===== src/rtl/serial_bus_pkg.sv =====
// Shared types and constants for the serial slave bus master.
//  - read_write_slave_e : R/W bit of the control frame
//  - top_master_burst_e : B bit of the control frame
//  - state_e            : master sequencer states
//  - START_PATTERN      : leading bits of every control frame
package serial_bus_pkg;

    localparam int unsigned START_W       = 3;
    localparam logic [2:0]  START_PATTERN = 3'b111;

    typedef enum logic {
        Read_slave  = 1'b0,
        Write_slave = 1'b1
    } read_write_slave_e;

    typedef enum logic {
        non_burst    = 1'b0,
        burst_master = 1'b1
    } top_master_burst_e;

    typedef enum logic [2:0] {
        IDLE,
        FRAME,
        WAIT_RDY,
        XFER,
        DONE
    } state_e;

    // Control frame length: start pattern, slave id, R/W, B, address.
    function automatic int unsigned frame_len(input int unsigned id_w, input int unsigned addr_w);
        return START_W + id_w + 2 + addr_w;
    endfunction

endpackage


===== src/rtl/serial_bus_master_ctrl_if.sv =====
// Request-side and serial-bus-side signals of the bus master.
//  master modport : the sequencer (drives strobes, status and serial outputs)
//  slave  modport : local logic plus bus/slave model (drives request, wr_data, rD, ready)
interface serial_bus_master_ctrl_if #(
    parameter int unsigned DATA_WIDTH    = 8,
    parameter int unsigned ADDRESS_WIDTH = 12,
    parameter int unsigned SLAVE_ID_W    = 2,
    parameter int unsigned MAX_BURST     = 256
);
    localparam int unsigned LEN_W = $clog2(MAX_BURST + 1);

    // local request side
    logic                     req;
    logic                     req_write;
    logic                     req_burst;
    logic [SLAVE_ID_W-1:0]    req_slave_id;
    logic [ADDRESS_WIDTH-1:0] req_addr;
    logic [LEN_W-1:0]         req_len;
    logic [DATA_WIDTH-1:0]    wr_data;
    logic                     wr_data_req;
    logic [DATA_WIDTH-1:0]    rd_data;
    logic                     rd_data_valid;
    logic                     busy;
    logic                     done;

    // serial bus side
    logic                     control;
    logic                     wD;
    logic                     valid;
    logic                     last;
    logic                     rD;
    logic                     ready;

    modport master (
        input  req, req_write, req_burst, req_slave_id, req_addr, req_len, wr_data,
        input  rD, ready,
        output wr_data_req, rd_data, rd_data_valid, busy, done,
        output control, wD, valid, last
    );

    modport slave (
        output req, req_write, req_burst, req_slave_id, req_addr, req_len, wr_data,
        output rD, ready,
        input  wr_data_req, rd_data, rd_data_valid, busy, done,
        input  control, wD, valid, last
    );

endinterface


===== src/rtl/serial_shift_reg.sv =====
// Loadable shift register, MSB first, with a shift counter.
//  load/load_val : parallel load, clears the counter (load wins over shift)
//  shift/sin     : shift left one bit, sin enters at bit 0
//  par           : register contents; par[WIDTH-1] is the serial output
//  last_bit_c    : current shift is the WIDTH-th since load
module serial_shift_reg #(
    parameter int unsigned WIDTH = 8
) (
    input  logic             clk,
    input  logic             rst_n,
    input  logic             load,
    input  logic [WIDTH-1:0] load_val,
    input  logic             shift,
    input  logic             sin,
    output logic [WIDTH-1:0] par,
    output logic             last_bit_c
);
    localparam int unsigned CNT_W = (WIDTH > 1) ? $clog2(WIDTH) : 1;

    logic [WIDTH-1:0] sreg_q;
    logic [CNT_W-1:0] cnt_q;

    assign last_bit_c = (cnt_q == CNT_W'(WIDTH - 1));
    assign par        = sreg_q;

    // Shifter and bit counter; counter wraps after the last bit.
    always_ff @(posedge clk or negedge rst_n) begin
        if (!rst_n) begin
            sreg_q <= '0;
            cnt_q  <= '0;
        end else if (load) begin
            sreg_q <= load_val;
            cnt_q  <= '0;
        end else if (shift) begin
            sreg_q <= {sreg_q[WIDTH-2:0], sin};
            cnt_q  <= last_bit_c ? '0 : cnt_q + CNT_W'(1);
        end
    end

endmodule


===== src/rtl/serial_bus_master_ctrl.sv =====
// Master-side transaction sequencer for the serial slave bus.
// Latches a parallel request, serialises the control frame
// '111'|slave_id|R/W|B|address on control, then moves each data word
// (write on wD, read from rD) gated by slave ready between words.
//  clk, rstN : clock, asynchronous active-low reset
//  bus       : request side (req*, wr_data/wr_data_req, rd_data/rd_data_valid,
//              busy, done) and serial side (control, wD, valid, last, rD, ready)
module serial_bus_master_ctrl
    import serial_bus_pkg::*;
#(
    parameter int unsigned DATA_WIDTH    = 8,
    parameter int unsigned ADDRESS_WIDTH = 12,
    parameter int unsigned SLAVE_ID_W    = 2,
    parameter int unsigned MAX_BURST     = 256
) (
    input  logic                     clk,
    input  logic                     rstN,
    serial_bus_master_ctrl_if.master bus
);
    localparam int unsigned LEN_W     = $clog2(MAX_BURST + 1);
    localparam int unsigned FRAME_LEN = frame_len(SLAVE_ID_W, ADDRESS_WIDTH);

    state_e                  state_q, state_d;
    read_write_slave_e       rw_q;
    logic [LEN_W-1:0]        words_q;
    logic [LEN_W-1:0]        words_init_c;
    logic [DATA_WIDTH-1:0]   rd_data_q;

    logic                    busy_q, busy_d;
    logic                    done_q, done_d;
    logic                    valid_q, valid_d;
    logic                    last_q, last_d;
    logic                    rdv_q, rdv_d;

    logic                    frm_load_c, frm_shift_c, frm_last_c;
    logic                    dat_load_c, dat_shift_c, dat_last_c;
    logic                    wr_data_req_c;
    logic [FRAME_LEN-1:0]    frm_par;
    logic [FRAME_LEN-1:0]    frm_init_c;
    logic [DATA_WIDTH-1:0]   dat_par;
    logic [DATA_WIDTH-1:0]   dat_init_c;

    assign frm_init_c = {START_PATTERN, bus.req_slave_id, bus.req_write, bus.req_burst, bus.req_addr};
    // Reads load zeros so the shifter only ever holds the incoming word.
    assign dat_init_c = (rw_q == Write_slave) ? bus.wr_data : '0;

    // A zero length or a non-burst request moves exactly one word.
    assign words_init_c = (top_master_burst_e'(bus.req_burst) == burst_master && bus.req_len != '0)
                          ? bus.req_len : LEN_W'(1);

    // Control frame shifter: zeros shift in behind the frame so control idles low.
    serial_shift_reg #(.WIDTH(FRAME_LEN)) u_frame_sr (
        .clk        (clk),
        .rst_n      (rstN),
        .load       (frm_load_c),
        .load_val   (frm_init_c),
        .shift      (frm_shift_c),
        .sin        (1'b0),
        .par        (frm_par),
        .last_bit_c (frm_last_c)
    );

    // Data shifter: PISO for writes, SIPO from rD for reads.
    serial_shift_reg #(.WIDTH(DATA_WIDTH)) u_data_sr (
        .clk        (clk),
        .rst_n      (rstN),
        .load       (dat_load_c),
        .load_val   (dat_init_c),
        .shift      (dat_shift_c),
        .sin        (bus.rD),
        .par        (dat_par),
        .last_bit_c (dat_last_c)
    );

    // State and registered status outputs.
    always_ff @(posedge clk or negedge rstN) begin
        if (!rstN) begin
            state_q <= IDLE;
            busy_q  <= 1'b0;
            done_q  <= 1'b0;
            valid_q <= 1'b0;
            last_q  <= 1'b0;
            rdv_q   <= 1'b0;
        end else begin
            state_q <= state_d;
            busy_q  <= busy_d;
            done_q  <= done_d;
            valid_q <= valid_d;
            last_q  <= last_d;
            rdv_q   <= rdv_d;
        end
    end

    // Next-state logic.
    always_comb begin
        state_d = state_q;
        case (state_q)
            IDLE:     if (bus.req)   state_d = FRAME;
            FRAME:    if (frm_last_c) state_d = WAIT_RDY;
            WAIT_RDY: if (bus.ready) state_d = XFER;
            XFER:     if (dat_last_c) state_d = (words_q == LEN_W'(1)) ? DONE : WAIT_RDY;
            DONE:     state_d = IDLE;
            default:  state_d = IDLE;
        endcase
    end

    // Output and datapath-control decode.
    always_comb begin
        frm_load_c    = 1'b0;
        frm_shift_c   = 1'b0;
        dat_load_c    = 1'b0;
        dat_shift_c   = 1'b0;
        wr_data_req_c = 1'b0;
        rdv_d         = 1'b0;
        busy_d        = (state_d != IDLE);
        done_d        = (state_d == DONE);
        valid_d       = (state_d == XFER);
        // words_q only changes on leaving XFER, so it is stable for the whole word.
        last_d        = (state_d == XFER) && (words_q == LEN_W'(1));
        case (state_q)
            IDLE:     frm_load_c = bus.req;
            FRAME:    frm_shift_c = 1'b1;
            WAIT_RDY: begin
                dat_load_c    = bus.ready;
                wr_data_req_c = bus.ready && (rw_q == Write_slave);
            end
            XFER: begin
                dat_shift_c = 1'b1;
                rdv_d       = dat_last_c && (rw_q == Read_slave);
            end
            default: ;
        endcase
    end

    // Request latch, remaining-word counter and read capture.
    always_ff @(posedge clk or negedge rstN) begin
        if (!rstN) begin
            rw_q      <= Read_slave;
            words_q   <= '0;
            rd_data_q <= '0;
        end else begin
            if (frm_load_c) begin
                rw_q    <= read_write_slave_e'(bus.req_write);
                words_q <= words_init_c;
            end else if (dat_shift_c && dat_last_c) begin
                words_q <= words_q - LEN_W'(1);
            end
            // The final bit is still on rD; take it together with the shifted bits.
            if (rdv_d) begin
                rd_data_q <= {dat_par[DATA_WIDTH-2:0], bus.rD};
            end
        end
    end

    assign bus.control       = frm_par[FRAME_LEN-1];
    assign bus.wD            = valid_q && (rw_q == Write_slave) && dat_par[DATA_WIDTH-1];
    assign bus.valid         = valid_q;
    assign bus.last          = last_q;
    assign bus.busy          = busy_q;
    assign bus.done          = done_q;
    assign bus.rd_data       = rd_data_q;
    assign bus.rd_data_valid = rdv_q;
    assign bus.wr_data_req   = wr_data_req_c;

endmodule


===== src/flat_wrapper.sv =====
// flat-port wrapper written by rule: the top's interface ports become plain ports
module serial_bus_master_ctrl_flat import serial_bus_pkg::*;
#(
    parameter int unsigned DATA_WIDTH    = 8,
    parameter int unsigned ADDRESS_WIDTH = 12,
    parameter int unsigned SLAVE_ID_W    = 2,
    parameter int unsigned MAX_BURST     = 256
)
  (clk, rstN, bus_req, bus_req_write, bus_req_burst, bus_req_slave_id, bus_req_addr, bus_req_len, bus_wr_data, bus_rD, bus_ready, bus_wr_data_req, bus_rd_data, bus_rd_data_valid, bus_busy, bus_done, bus_control, bus_wD, bus_valid, bus_last);
  serial_bus_master_ctrl_if #(.DATA_WIDTH(DATA_WIDTH), .ADDRESS_WIDTH(ADDRESS_WIDTH), .SLAVE_ID_W(SLAVE_ID_W), .MAX_BURST(MAX_BURST)) bus_i ();
  input  logic clk;
  input  logic rstN;
  input wire logic [$bits(bus_i.req)-1:0] bus_req;
  input wire logic [$bits(bus_i.req_write)-1:0] bus_req_write;
  input wire logic [$bits(bus_i.req_burst)-1:0] bus_req_burst;
  input wire logic [$bits(bus_i.req_slave_id)-1:0] bus_req_slave_id;
  input wire logic [$bits(bus_i.req_addr)-1:0] bus_req_addr;
  input wire logic [$bits(bus_i.req_len)-1:0] bus_req_len;
  input wire logic [$bits(bus_i.wr_data)-1:0] bus_wr_data;
  input wire logic [$bits(bus_i.rD)-1:0] bus_rD;
  input wire logic [$bits(bus_i.ready)-1:0] bus_ready;
  output wire logic [$bits(bus_i.wr_data_req)-1:0] bus_wr_data_req;
  output wire logic [$bits(bus_i.rd_data)-1:0] bus_rd_data;
  output wire logic [$bits(bus_i.rd_data_valid)-1:0] bus_rd_data_valid;
  output wire logic [$bits(bus_i.busy)-1:0] bus_busy;
  output wire logic [$bits(bus_i.done)-1:0] bus_done;
  output wire logic [$bits(bus_i.control)-1:0] bus_control;
  output wire logic [$bits(bus_i.wD)-1:0] bus_wD;
  output wire logic [$bits(bus_i.valid)-1:0] bus_valid;
  output wire logic [$bits(bus_i.last)-1:0] bus_last;
  assign bus_i.req = bus_req;
  assign bus_i.req_write = bus_req_write;
  assign bus_i.req_burst = bus_req_burst;
  assign bus_i.req_slave_id = bus_req_slave_id;
  assign bus_i.req_addr = bus_req_addr;
  assign bus_i.req_len = bus_req_len;
  assign bus_i.wr_data = bus_wr_data;
  assign bus_i.rD = bus_rD;
  assign bus_i.ready = bus_ready;
  assign bus_wr_data_req = bus_i.wr_data_req;
  assign bus_rd_data = bus_i.rd_data;
  assign bus_rd_data_valid = bus_i.rd_data_valid;
  assign bus_busy = bus_i.busy;
  assign bus_done = bus_i.done;
  assign bus_control = bus_i.control;
  assign bus_wD = bus_i.wD;
  assign bus_valid = bus_i.valid;
  assign bus_last = bus_i.last;
  serial_bus_master_ctrl #(.DATA_WIDTH(DATA_WIDTH), .ADDRESS_WIDTH(ADDRESS_WIDTH), .SLAVE_ID_W(SLAVE_ID_W), .MAX_BURST(MAX_BURST)) u_core (.clk(clk), .rstN(rstN), .bus(bus_i));
endmodule

===== config.mk =====
export PLATFORM = sky130hd
export DESIGN_NAME = serial_bus_master_ctrl_flat
export DESIGN_NICKNAME = d
export VERILOG_FILES = /design/src/rtl/serial_bus_pkg.sv /design/src/rtl/serial_bus_master_ctrl_if.sv /design/src/rtl/serial_shift_reg.sv /design/src/rtl/serial_bus_master_ctrl.sv /design/src/flat_wrapper.sv
export SDC_FILE = /design/constraint.sdc
export NUM_CORES = 1
export LEC_CHECK = 0
export BUFFER_PORTS_ARGS = -buffer_cell sky130_fd_sc_hd__buf_2
export CORE_MARGIN = 2
export CORE_UTILIZATION = 45
export CTS_CLUSTER_DIAMETER = 80
export CTS_CLUSTER_SIZE = 40
export DETAILED_ROUTE_END_ITERATION = 10
export GPL_TIMING_DRIVEN = 0
export PLACE_DENSITY = 0.74
export SYNTH_ARGS = -nofsm -noshare
export SYNTH_HDL_FRONTEND = slang
export SYNTH_SLANG_ARGS = --single-unit

===== constraint.sdc =====
create_clock -name clk -period 4.06 [get_ports clk]
set_input_delay 0.812 -clock clk [delete_from_list [all_inputs] [get_ports clk]]
set_output_delay 0.812 -clock clk [all_outputs]
set_load 0.02 [all_outputs]

==> results.py, run 1 <==
metrics = {
    "run_status": {
        "outcome": "finished, final reports clean",
    },
    "clock_tree": {
        "cts_buffer_depth": 2,
        "cts_tree": "done",
        "h-tree-depth": 3,
        "cts_hold_buf": 0,
        "cts_buffers": 9,
        "cts_setup_buffers": 0,
        "numClockSinks": 61,
        "worstSkewPairLatency_ns": 0.34,
        "clk_transition_reported_paths_ns": 0.07,
        "root_buffer": "clkbuf_8",
        "post_cts_resized": 0,
    },
    "critical_path": {
        "cp.arrival_ns": 1.98,
        "reg2reg_depth": 5,
        "cp_max_fo": 10,
        "critPathSlowestCell": "nor3b_2",
        "cp_cell_sequence": "buf_6, nor2b_1, nor3b_2, and2_1, buf_2",
        "cp-startpoint": "u_core.state_q[2]",
        "crit_type": "reg -> out",
        "worstPathRequired_ns": 3.25,
        "reg2reg_from": "u_core.u_data_sr.cnt_q[0]",
        "cpPeakStageDelay_ns": 0.59,
        "crit_cells": 5,
        "start_kind": "flop",
        "crit_buf_inv": 2,
        "critPathCaptureType": "output pin",
        "crit_family": "simple AND/OR/NAND/NOR gates",
    },
    "die": {
        "rows": 29,
        "die_x_um": 84.0,
        "start_util": 0.459,
        "ios": 54,
        "die_y_um": 84.0,
        "dieArea_um2": 7050,
        "core-area_um2": 6280,
    },
    "pwr": {
        "peakVddDrop_uv": 332,
        "p_leak_nw": 1.63,
        "power_density_nw_per_um2": 731,
    },
    "route": {
        "dr.first_iter.drc_count": 131,
        "avgRoutedWirePerCell_um": 15.3,
        "drt_wl_total_mm": 6.56,
        "drc": 0,
        "ant_nets": 0,
        "firstDrtPassIters": 4,
        "via_per_inst": 5.38,
        "vias": 2304,
    },
    "logic_synthesis": {
        "ys_seq_elements": 61,
        "synth_top_area_cell": "dfrtp_1",
        "postSynthAreaPerCell_um2": 10.2,
        "synth_edf_count": 0,
        "syn_area_um2": 2880,
        "synth-async-reset-ratio": 1.00,
        "synthTopCellsByArea": "dfrtp_1 (53%), nand2_1 (4.8%), nand3_1 (3.7%)",
        "syn_nets": 327,
        "yosysWarnings": 0,
        "netlist_top_cells_count": "dfrtp_1 (61), nand2_1 (37), nor2_1 (27)",
        "synthFlopType": "dfrtp_1",
        "synth_top_area_share": 0.530,
        "synth.most_common_cell": "dfrtp_1",
        "synth_cell_types": 41,
        "synthCells": 283,
        "synth_seq_area_share": 0.530,
    },
    "timing": {
        "slew_viol_final": 0,
        "slew_headroom": 0.486,
        "finalHoldViolations": 0,
        "setup_viol": 0,
        "tightest_slew_ns": 0.772,
        "rsz0062_at_grt": "false",
        "fin_skew_ns": 0.00879,
        "max_freq_ghz": 0.358,
        "tns_ns": 0,
        "min_period_ns": 2.79,
        "finalCritPeriodShare": 0.688,
    },
    "global_routing": {
        "grt_max_degree": 62,
        "grt_pass1_wl_mm": 10.8,
        "grt_pass1_vias": 2326,
        "gr-total-overflow": 0,
        "antenna_found_initial": 0,
        "grt.total_usage": 0.191,
    },
    "job": {
        "cap_violations": 0,
    },
    "place": {
        "placed_cell_area_um2": 3240,
        "io_buffers": 52,
        "gp_congestion": 0.834,
        "hpwlAfterDp_mm": 4.47,
    },
    "worst_hold_path": {
        "holdPathStages": 2,
        "hp-class": "reg -> reg",
        "hp-start": "u_core.u_frame_sr.par[7]",
    },
    "finish": {
        "postLayoutCellArea_um2": 3420,
        "drive_gt1_frac": 0.262,
        "finalNetCount": 390,
        "n_antenna_cell": 0,
        "areaGrowthSynthToFinish_pct": 18.6,
    },
}
-- power breakdown --
part	switching, mW	total, mW	internal [mW]
combinational	0.549	0.954	0.405
sequential	0.185	1.05	0.870
clock	0.236	0.488	0.252
total	0.970	2.50	1.53
-- cell type report --
type	count	area (µm²)
inverters	6	22.5
flip-flops and latches	61	1530
plain buffers	17	100
multi-input cells	199	1230
clock inverters	4	22.5
fillers	563	2860
well taps	77	96.3
repair buffers	52	263
clock buffers	12	155
-- per-layer routing --
layer | part of all wire | up-vias | GRT usage
li1 | - | 1114 | -
met1 | 0.46 | 1118 | 0.256
met2 | 0.48 | 56 | 0.297
met3 | 0.040 | 16 | 0.0406
met4 | 0.021 | 0 | 0.0938
met5 | 0 | - | 0
-- state kept, by name, summed over array words and instances (netlist names) --
signal / cells
u_core.u_data_sr.par: 8
u_core.bus.valid: 1
u_core.u_frame_sr.par: 19
u_core.words_q: 9
u_core.rw_q: 1
u_core.u_data_sr.cnt_q: 3
u_core.bus.rd_data_valid: 1
u_core.state_q: 3
u_core.u_frame_sr.cnt_q: 5
u_core.bus.last: 1
u_core.bus.busy: 1
u_core.bus.rd_data: 8
u_core.bus.done: 1
-- kinds of logic after synthesis --
family,count (synthesis),synth area share
AO/OA/AOI/OAI,49,0.103
multiplexers,18,0.0661
adder cells (fa/ha/maj),6,0.0261
XOR/XNOR,9,0.0274
AND/OR/NAND/NOR,117,0.205
flip-flops,61,0.530
buffers and inverters,23,0.0426
-- through the flow --
stage | instances | power (mW) | hold WS (ns) | utilization | setup slack [ns]
after global routing | 428 | 2.67 | 0.509 | 0.544 | 1.19
final | 428 | 2.50 | 0.484 | 0.544 | 1.27
after detailed placement | 412 | 2.01 | 0.468 | 0.515 | 1.40
after global placement | 412 | 1.96 | 0.465 | 0.515 | 1.42
after floorplan | 283 | 1.73 | 0.446 | - | 1.73
after CTS | 428 | 2.50 | 0.486 | 0.544 | 1.27
-- tightest hold or removal path: cells and delay by family, from the launching register on --
kind | cells | cell delay, ns
flip-flops | 1 | 0.35
AND/OR/NAND/NOR | 2 | 0.11
-- placed cells by master, fill, tap and decap left out, drive strengths merged, types with 2 or more instances in the layout --
cell	netlist	final
buf	13	65
dfrtp	61	61
nand2	37	37
nor2	29	29
nand3	21	21
o21ai	20	20
clkbuf	4	16
a31oi	11	11
mux2i	10	10
mux2	8	8
inv	6	6
xor2	6	6
ha	6	6
a21oi	5	5
and2	4	4
nor4	4	4
nor3	4	4
a22o	4	4
o22ai	3	3
nand4	3	3
xnor2	3	3
clkinv	0	3
nand4b	2	2
or3	2	2
nor2b	2	2
nor3b	2	2
o22a	2	2
-- final timing paths --
path	to	slack, ns
worst min-delay path	u_core.u_frame_sr.par[7]	0.48
worst min register to register	u_core.u_frame_sr.par[7]	0.48
min in group asynchronous	u_core.u_data_sr.cnt_q[2]	0.52
max in group asynchronous	u_core.u_data_sr.cnt_q[0]	3.00
worst max-delay path	bus_wr_data_req	1.27
worst max register to register	u_core.bus.rd_data[0]	2.07
Note: power is estimated with default switching activity, not from simulation.
==> inputs of run 2 (changes only) <==
- PLACE_DENSITY: 0.74 -> 0.76
- clock period: 4.06 -> 2.3 ns (I/O delays scaled with it)
==> run 2 against run 1 <==
  * Critical endpoint unchanged
  * Global-route usage about the same
  * Largest cell class unchanged
  * Via count up 0.39%
  * Largest power group unchanged
  * Non-clock buffer count up 1
  * Worst hold slack worse by 0.29 ns
  * First-iteration DRC count up 3.1%
  * Wire length down 4.1%
  * Worst setup slack worse by 1.0 ns
==> results.py, run 2 (synthesized netlist as in run 1, its figures left out) <==
metrics = {
    "run_status": {
        "outcome": "finished, final reports clean",
    },
    "route": {
        "avgRoutedWirePerCell_um": 14.7,
        "drc": 0,
        "vias": 2313,
        "via_per_inst": 5.39,
        "firstDrtPassIters": 4,
        "dr.first_iter.drc_count": 135,
        "drt_wl_total_mm": 6.29,
        "ant_nets": 0,
    },
    "die": {
        "core-area_um2": 6280,
        "die_x_um": 84.0,
        "dieArea_um2": 7050,
        "rows": 29,
        "ios": 54,
        "die_y_um": 84.0,
        "start_util": 0.459,
    },
    "pwr": {
        "share_seq_of_total_power": 0.402,
        "power_frac_comb": 0.366,
        "p_int_mw": 2.92,
        "power_switching_mw": 1.68,
        "p_leak_nw": 1.66,
        "power_density_nw_per_um2": 1320,
        "peakVddDrop_uv": 682,
        "sw_frac_of_total": 0.365,
        "clkPwrFrac": 0.232,
        "p_total_mw": 4.61,
    },
    "timing": {
        "setup_viol": 0,
        "rsz0062_at_grt": "false",
        "slew_viol_final": 0,
        "fin_skew_ns": 0.00883,
        "slew_headroom": 0.497,
        "finalHoldViolations": 0,
        "finalCritPeriodShare": 0.894,
        "tns_ns": 0,
        "tightest_slew_ns": 0.755,
        "max_freq_ghz": 0.486,
        "min_period_ns": 2.06,
    },
    "finish": {
        "multi_input_comb_area_um2": 1240,
        "layout_commonest_cell": "dfrtp_1",
        "postLayoutCoreUtil": 0.554,
        "final_cell_mix": "dfrtp_1 (61), buf_2 (59), nand2_1 (37)",
        "largest_register_ffs": 19,
        "regArea_um2": 1530,
        "n_antenna_cell": 0,
        "n_fill_cell": 542,
        "drive_gt1_frac": 0.264,
        "postLayoutCellArea_um2": 3480,
        "areaGrowthSynthToFinish_pct": 20.8,
        "finalNetCount": 391,
        "stdcell_count": 429,
    },
    "clock_tree": {
        "worstSkewPairLatency_ns": 0.33,
        "clk_transition_reported_paths_ns": 0.07,
        "h-tree-depth": 3,
        "root_buffer": "clkbuf_8",
        "cts_buffers": 9,
        "cts_buffer_depth": 2,
        "numClockSinks": 61,
        "cts_hold_buf": 0,
        "cts_tree": "done",
    },
    "critical_path": {
        "crit_cells": 5,
        "reg2reg_from": "u_core.u_data_sr.cnt_q[0]",
        "cp.arrival_ns": 1.60,
        "cp_max_fo": 10,
        "reg2reg_depth": 5,
        "endpoint": "bus_wr_data_req",
        "crit_buf_inv": 2,
        "critPathSlowestCell": "dfrtp_1",
        "worst_r2r_endpoint": "u_core.bus.rd_data[1]",
        "critPathCaptureType": "output pin",
        "rrSetupSlack_ns": 0.31,
        "crit_type": "reg -> out",
        "cpPeakStageDelay_ns": 0.37,
        "start_kind": "flop",
        "crit_family": "simple AND/OR/NAND/NOR gates",
        "cp_cell_sequence": "buf_6, nor2b_1, nor3b_4, and2_1, buf_2",
        "cp-startpoint": "u_core.state_q[2]",
        "worstPathRequired_ns": 1.84,
    },
    "global_routing": {
        "grt_pass1_wl_mm": 10.8,
        "grt.total_usage": 0.191,
        "gr-usage-met1": 0.245,
        "antenna_found_initial": 0,
        "use_met2": 0.308,
        "busiest_layer": "met2",
        "use_met3": 0.0554,
        "gr-total-overflow": 0,
        "grt_max_degree": 62,
        "grt_pass1_vias": 2369,
    },
    "place": {
        "gp_congestion": 0.833,
        "placed_cell_area_um2": 3240,
        "io_buffers": 52,
        "hpwlAfterDp_mm": 4.31,
        "dp.cells": 412,
    },
    "worst_hold_path": {
        "hp-class": "in -> async",
    },
    "job": {
        "cap_violations": 0,
    },
}
## run 2: worst min-delay path by stage
| stage | end | start | slack [ns] |
|---|---|---|---|
| floorplan | u_core.bus.busy | rstN | 0.16 |
| global placement | u_core.u_frame_sr.par[7] | u_core.u_frame_sr.par[7] | 0.46 |
| detailed placement | u_core.u_frame_sr.par[7] | u_core.u_frame_sr.par[7] | 0.47 |
| CTS | u_core.u_frame_sr.par[7] | bus_req_addr[7] | 0.34 |
| global route | u_core.bus.rd_data[4] | rstN | 0.26 |
| finish | u_core.bus.rd_data[4] | rstN | 0.20 |
## run 2: final cells by class
type                    count  area share
repair buffers             53      0.0777
well taps                  77      0.0277
multi-input cells         199       0.356
clock buffers              12      0.0446
clock inverters             4      0.0202
inverters                   6     0.00648
plain buffers              17      0.0288
flip-flops and latches     61       0.439
## run 2: stage by stage
step / hold slack [ns] / worst slack (ns)
final: 0.196 / 0.244
after global routing: 0.262 / 0.127
after CTS: 0.345 / 0.219
after detailed placement: 0.469 / 0.239
after global placement: 0.464 / 0.281
after floorplan: 0.164 / 0.542
## run 2: routing by layer
metal,routed length [µm],up-vias
met2,3100,51
met5,0,-
met4,65,0
met1,2860,1134
met3,255,4
li1,-,1124
## run 2: power by group through the flow
stage / clock (mW) / sequential (mW) / combinational, mW
floorplan: 0 / 1.89 / 1.16
detailed placement: 0 / 1.86 / 1.67
finish: 1.07 / 1.85 / 1.68
global route: 1.14 / 1.91 / 1.90
CTS: 1.09 / 1.85 / 1.70
global placement: 0 / 1.84 / 1.61
## run 2: timing repair
action                                  4_1_cts  5_1_grt
buffers inserted                              1        0
endpoints found under the setup margin        1        0
resized for setup                             1        0
